[src/rtl/clock_crossing_pkg.sv]
// Shared types for the toggle-handshake pulse crossing (tx and rx halves).
package clock_crossing_pkg;

    typedef enum logic {
        HS_IDLE     = 1'b0,
        HS_WAIT_ACK = 1'b1
    } hs_state_t;

endpackage : clock_crossing_pkg

[src/rtl/sat_updown_counter.sv]
// Saturating up/down counter; sat_drop flags an increment lost at the maximum value.
module sat_updown_counter #(
    parameter int WIDTH = 4
) (
    input  logic             clk,
    input  logic             rst_n,
    input  logic             inc,
    input  logic             dec,
    output logic [WIDTH-1:0] value,
    output logic             sat_drop
);

    localparam logic [WIDTH-1:0] MAX_VALUE = '1;
    localparam logic [WIDTH-1:0] ONE       = WIDTH'(1);

    logic [WIDTH-1:0] value_next;

    // NOTE: every signal written here gets a default first, so no path leaves it unassigned and no latch is inferred.
    always_comb begin
        value_next = value;
        sat_drop   = 1'b0;
        if (inc && !dec) begin
            if (value == MAX_VALUE) begin
                sat_drop = 1'b1;
            end else begin
                value_next = value + ONE;
            end
        end else if (dec && !inc && value != '0) begin
            value_next = value - ONE;
        end
    end

    // NOTE: state registers use non-blocking assignments so all flops update together at the edge.
    always_ff @(posedge clk) begin
        if (!rst_n) begin
            value <= '0;
        end else begin
            value <= value_next;
        end
    end

endmodule : sat_updown_counter

[src/rtl/pulse_handshake_tx.sv]
// Source half of a toggle-handshake pulse crossing: counts events, launches one toggle per ack.
// Optional ack-wait timeout flag is compiled in with PULSE_HANDSHAKE_TX_TIMEOUT_EN.
module pulse_handshake_tx
    import clock_crossing_pkg::*;
#(
    parameter int COUNT_WIDTH    = 4,
    parameter int TIMEOUT_CYCLES = 1024
) (
    input  logic                   clk,
    input  logic                   rst_n,
    input  logic                   evt_in,
    output logic                   req_toggle,
    input  logic                   ack_toggle_sync,
    output logic                   busy,
    output logic [COUNT_WIDTH-1:0] pending,
    output logic                   overflow,
    input  logic                   clr_err
`ifdef PULSE_HANDSHAKE_TX_TIMEOUT_EN
    ,
    output logic                   timeout_err
`endif
);

    hs_state_t state;
    hs_state_t state_next;
    logic      launch;
    logic      sat_drop;

    sat_updown_counter #(
        .WIDTH(COUNT_WIDTH)
    ) u_pending_cnt (
        .clk     (clk),
        .rst_n   (rst_n),
        .inc     (evt_in),
        .dec     (launch),
        .value   (pending),
        .sat_drop(sat_drop)
    );

    // An event arriving in IDLE with nothing queued launches immediately and never touches the counter.
    always_comb begin
        state_next = state;
        launch     = 1'b0;
        case (state)
            HS_IDLE: begin
                if (pending != '0 || evt_in) begin
                    launch     = 1'b1;
                    state_next = HS_WAIT_ACK;
                end
            end
            HS_WAIT_ACK: begin
                if (ack_toggle_sync == req_toggle) begin
                    state_next = HS_IDLE;
                end
            end
            default: state_next = HS_IDLE;
        endcase
    end

    always_ff @(posedge clk) begin
        if (!rst_n) begin
            state      <= HS_IDLE;
            req_toggle <= 1'b0;
            busy       <= 1'b0;
            overflow   <= 1'b0;
        end else begin
            state <= state_next;
            busy  <= (state_next == HS_WAIT_ACK);
            if (launch) begin
                req_toggle <= ~req_toggle;
            end
            if (sat_drop) begin
                overflow <= 1'b1;
            end else if (clr_err) begin
                overflow <= 1'b0;
            end
        end
    end

`ifdef PULSE_HANDSHAKE_TX_TIMEOUT_EN
    localparam int WAIT_W = (TIMEOUT_CYCLES > 2) ? $clog2(TIMEOUT_CYCLES) : 1;
    localparam logic [WAIT_W-1:0] WAIT_LAST = WAIT_W'(TIMEOUT_CYCLES - 1);
    localparam logic [WAIT_W-1:0] WAIT_ONE  = WAIT_W'(1);

    logic [WAIT_W-1:0] wait_cnt;

    // Counter parks at its last value; the FSM keeps waiting, only the flag reports the stall.
    always_ff @(posedge clk) begin
        if (!rst_n) begin
            wait_cnt    <= '0;
            timeout_err <= 1'b0;
        end else begin
            if (launch) begin
                wait_cnt <= '0;
            end else if (state == HS_WAIT_ACK && wait_cnt != WAIT_LAST) begin
                wait_cnt <= wait_cnt + WAIT_ONE;
            end
            if (state == HS_WAIT_ACK && wait_cnt == WAIT_LAST) begin
                timeout_err <= 1'b1;
            end else if (clr_err) begin
                timeout_err <= 1'b0;
            end
        end
    end
`endif

endmodule : pulse_handshake_tx

[config.mk]
export PLATFORM = sky130hd
export DESIGN_NAME = pulse_handshake_tx
export DESIGN_NICKNAME = d
export VERILOG_FILES = /design/src/rtl/clock_crossing_pkg.sv /design/src/rtl/sat_updown_counter.sv /design/src/rtl/pulse_handshake_tx.sv
export SDC_FILE = /design/constraint.sdc
export NUM_CORES = 1
export LEC_CHECK = 0
export CORE_AREA = 3 3 40 42
export DETAILED_ROUTE_END_ITERATION = 7
export DIE_AREA = 0 0 43 45
export REMOVE_ABC_BUFFERS = 1
export SYNTH_ARGS = -nofsm -noshare
export SYNTH_HDL_FRONTEND = slang
export SYNTH_HIERARCHICAL = 1
export SYNTH_SLANG_ARGS = --single-unit
export TNS_END_PERCENT = 50
[constraint.sdc]
create_clock -name clk -period 4.4 [get_ports clk]
set_clock_uncertainty 0.1 [all_clocks]
set_input_delay 0.66 -clock clk [delete_from_list [all_inputs] [get_ports clk]]
set_output_delay 0.66 -clock clk [all_outputs]
set_load 0.01 [all_outputs]
== Word-level counts from Yosys, hierarchy flattened ==
Index checks and enable logic that the tools add are counted.

* Add/sub/neg operators: 2
* Reduce and logical (&&, ||, !) cells: 10
* Bitwise operators: 2
* Equality and inequality tests: 3
* Multiplexer cells: 11

{| class="wikitable"
|+ Operator list
! cell !! count
|-
| $mux 4 || 3
|-
| $mux 1 || 7
|-
| $add 4x1->4 const B || 1
|-
| $eq 4x4->1 const B || 1
|-
| $reduce_bool 2->1 || 2
|-
| $reduce_bool 4->1 || 1
|-
| $sub 4x1->4 const B || 1
|-
| $logic_and 1x1->1 || 3
|-
| $logic_not 1->1 || 2
|-
| $ne 2x2->1 const B || 1
|-
| $not 1->1 || 2
|-
| $pmux 1 s2 || 1
|-
| $reduce_and 2->1 || 1
|-
| $eq 1x1->1 || 1
|-
| $logic_or 1x1->1 || 1
|}

* Bits of input ports: 5
* Register bits: 7
* Output and inout port bits: 7

== Longest topological paths before layout ==
* Word-level depth: 8
* Gate-level depth with buffers: 8
* Mapped depth without buffers: 8

== Cells and area by module ==
The synthesis kept the hierarchy.

{| class="wikitable"
|+ Modules (own cells, without submodules)
! module !! cells an instance !! instances !! area an instance (µm²)
|-
| sat_updown_counter || 28 || 1 || 290.3
|-
| pulse_handshake_tx || 18 || 1 || 145.1
|}

== Least setup slack after synthesis ==
Ideal clock, no wire load.

* Path kind: input port to flip-flop
* Start point: input port evt_in
* End point: register u_pending_cnt.value[3]
* Stages on the path: 8
* Arrival: 2043 ps
* Path buffers: 0
* Data required time: 4228 ps
* Library setup time: 72 ps
* Slack: 2185 ps
* Cells stage by stage: nor2_1 a21oi_1 nand2b_1 ha_1 a21oi_1 a211oi_1 a31oi_1 mux2i_1

* Cells in the longest elaborated chain, start to end: 7
* Elaborated cells between the ends (all ways): 12

{| class="wikitable"
|+ RTL lines
! what !! RTL line !! RTL
|-
| from (decl) || pulse_handshake_tx.sv:11 || <nowiki>input logic evt_in,</nowiki>
|-
| $logic_or 1x1->1 (*) || pulse_handshake_tx.sv:46 || <nowiki>if (pending != '0 || evt_in) begin</nowiki>
|-
| $mux 1 (*) || pulse_handshake_tx.sv:46 ||
|-
| $mux 1 (*) || pulse_handshake_tx.sv:44 || <nowiki>case (state)</nowiki>
|-
| named net launch || pulse_handshake_tx.sv:26 || <nowiki>logic launch;</nowiki>
|-
| $logic_not 1->1 / $logic_and 1x1->1 (equally long branches) || sat_updown_counter.sv:22, sat_updown_counter.sv:28 ||
|-
| $logic_and 1x1->1 (on tied branches) || sat_updown_counter.sv:22, sat_updown_counter.sv:28 ||
|-
| $ne 2x2->1 (no source line) / $reduce_bool 2->1 (equally long branches) || - ||
|-
| $reduce_and 2->1 (no source line) || - ||
|-
| to (signal assigned) || sat_updown_counter.sv:38 || <nowiki>value <= value_next;</nowiki>
|-
| to (decl) || sat_updown_counter.sv:9 || <nowiki>output logic [WIDTH-1:0] value,</nowiki>
|}

The timed path passes the listed nets; every way through them passes the cells marked *.
A chain may end at the register's enable or synchronous reset.

== Final worst setup path ==
Ends and elaborated chain as after synthesis.

==> out/metrics.csv <==
stage,metric,value,unit
setup_path,critical_path_required,4.48,ns
clock_tree,postCtsSetupBuffers,0,
setup_path,path_class,in -> reg,
final_layout,diodes,0,
synth,synth_top_area_share,32.2,%
route,ant_nets,0,
synth,ys.flop_type,dfxtp_1,
grt,grt_pass1_vias,349,
placed_design,dp_cells,72,
grt,use_met1,14.6,%
synth,yosysUniqueCellTypes,25,
placed_design,io_buffers,11,
final_layout,seqCellArea,140,um^2
synth,yosys.area.top_type,dfxtp_1,
synth,synth-async-reset-ratio,0,%
hold_path,hold_class,reg -> reg,
timing,period_share,60.0,%
clock_tree,cts_root_buf,clkbuf_4,
setup_path,cp_max_fo,6,
final_layout,drive_above_1_share,11.5,%
route,dr.first_iter.drc_count,7,
route,first_pass_iters,3,
clock_tree,cts_sinks,7,
power,ir_worst_vdd,0.383,mV
timing,hold_slack,0.426,ns
final_layout,nets,70,
synth,syn_inst,46,
timing,slew_viol_final,0,
grt,grt_pass1_wl,1570,um
synth,synthTopCellsByCount,"dfxtp_1 (7), a21oi_1 (3), nand2b_1 (3), nor2_1 (3)",
synth,netlist_area,435,um^2
synth,yosysSeqAreaShare,32.2,%
placed_design,dp.final_hpwl,679,um
route,route.detailed.drc,0,
placed_design,post-place-ws,1.50,ns
grt,groute.layer.met2.usage,15.0,%
grt,grtUsageTotal,11.0,%
placed_design,gp_congestion,0.723,
synth,synth_edf_count,0,
die,rows,13,
synth,synth_area_leaders,"dfxtp_1 (32%), ha_1 (5.7%), nor4_4 (4.9%), fa_1 (4.6%), mux2i_1 (4.6%)",
power,power_density,772,nW/um^2
final_layout,fillers,140,
final_layout,multiInputGateArea,288,um^2
grt,antenna_found_initial,0,
route,via_per_inst,5.00,
clock_tree,cts-htree-levels,1,
grt,grt.overflow.total,0,
route,vias,380,
clock_tree,insertion_delay,0.25,ns
grt,grt_max_degree,9,
die,dieArea,1940,um^2
die,initial_core_util,33.9,%
timing,setup_viol,0,
timing,setup_slack,1.76,ns
timing,rsz0062_at_grt,false,
setup_path,cp-end-kind,flop,
clock_tree,cts_buffers,3,
status,status,finished clean,
timing,fin_setup_tns,0,ns
setup_path,start_kind,input pin,
die,die_y,45,um
power,leakage,0.235,nW
synth,yosys_register_bits,7,
timing,max_freq,379,MHz
final_layout,syn_to_final_growth,35.6,%
synth,synth.most_common_cell,dfxtp_1,
route,wl,894,um
clock_tree,cts.clk_slew.worst_paths,0.05,ns
clock_tree,post_cts_resized,0,
die,fp.dieW,43,um
clock_tree,ctsLongestPathBuffers,2,
die,core,1280,um^2
timing,max-slew-margin-rel,72.6,%
clock_tree,postCtsHoldBufs,0,
grt,grt_util_met3,5.98,%
grt,gr-max-usage-layer,met2,
final_layout,fin_cells,76,
synth,syn_avg_cell_area,9.47,um^2
flow_run,drv_cap,0,
timing,period_needed,2.64,ns
synth,synth_warnings,6,
setup_path,arrival,2.72,ns
timing,hold_viol,0,
die,ios,12,
clock_tree,cts_tree,yes,
timing,worst_pin_slew,0.408,ns
route,routedWlPerCell,11.8,um
-- metal layers --
layer / wire length, um / part of all wire [%] / vias to the layer above
met5: 0 / 0 / -
met4: 0 / 0 / 0
met3: 60 / 6.7 / 0
met2: 407 / 46 / 8
met1: 425 / 48 / 169
li1: - / - / 203
-- cell type report --
class | count | area share, %
multi-input cells | 37 | 48.7
flip-flops and latches | 7 | 23.7
repair buffers | 11 | 18.6
clock buffers | 4 | 4.45
well taps | 15 | 3.18
inverters | 2 | 1.27
-- flip-flops by register name, summed over array words and instances (netlist names) --
register	flops
state	1
overflow	1
req_toggle	1
u_pending_cnt/value	4
-- layout by cell type, fill, tap and decap left out --
master           Yosys  final
ha_1                 2      2
clkbuf_1             0      1
clkbuf_4             0      3
fa_1                 1      1
a31oi_1              1      1
and4_4               1      1
or4_1                2      2
nor2_1               3      3
inv_2                1      1
xor2_1               1      1
a221oi_1             1      1
nor4_4               1      1
o22ai_2              1      1
clkdlybuf4s50_1      0     11
mux2i_1              2      2
dfxtp_1              7      7
nand3_1              2      2
a211oi_1             1      1
and2_1               1      1
nand2_1              2      2
nand4_1              2      2
a21oi_1              3      3
o211a_1              1      1
inv_1                1      1
nand2b_1             3      3
xnor2_1              2      2
nor3_1               2      2
nor2b_1              2      2
-- final timing paths --
path	start	to	slack, ns	cells after the start
worst max-delay path	evt_in	u_pending_cnt/value[3]	1.76	9
worst min-delay path	overflow	overflow	0.43	2
worst max register to register	u_pending_cnt/value[1]	u_pending_cnt/value[3]	1.94	8
worst min register to register	overflow	overflow	0.43	2
-- critical path: stages --
cell	delay, ns
clkdlybuf4s50_1	0.46
nor2_1	0.17
a21oi_1	0.10
nand2b_1	0.27
ha_1	0.37
a21oi_1	0.20
a211oi_1	0.10
a31oi_1	0.20
mux2i_1	0.19
-- cells by family (layout without fill, tap and decap cells) --
kind of cell               count (synthesis)  count (layout)  share of synthesized area [%]
adders and majority gates                  3               3                           10.3
DFF                                        7               7                           32.2
and+or+nand+nor                           21              21                           31.3
buffers and inverters                      2              17                           1.72
AOI/OAI and AO/OA                          8               8                           13.8
xor gates and xnor gates                   3               3                           6.04
muxes                                      2               2                           4.60
-- per-stage QoR --
stage                     power (mW)  area [um^2]  util (%)
after floorplan                0.315          435         -
after global placement         0.402          564      43.9
after detailed placement       0.403          564      43.9
after CTS                      0.463          591      46.0
after global routing           0.499          591      46.0
final                          0.456          591      46.0
-- power breakdown --
part | internal [mW] | total (mW) | leakage (nW) | switching (mW)
combinational | 0.142 | 0.250 | 0.162 | 0.108
sequential | 0.0908 | 0.148 | 0.0579 | 0.0571
clock | 0.0346 | 0.0578 | 0.0150 | 0.0233
Note: power is estimated with default switching activity, not from simulation.
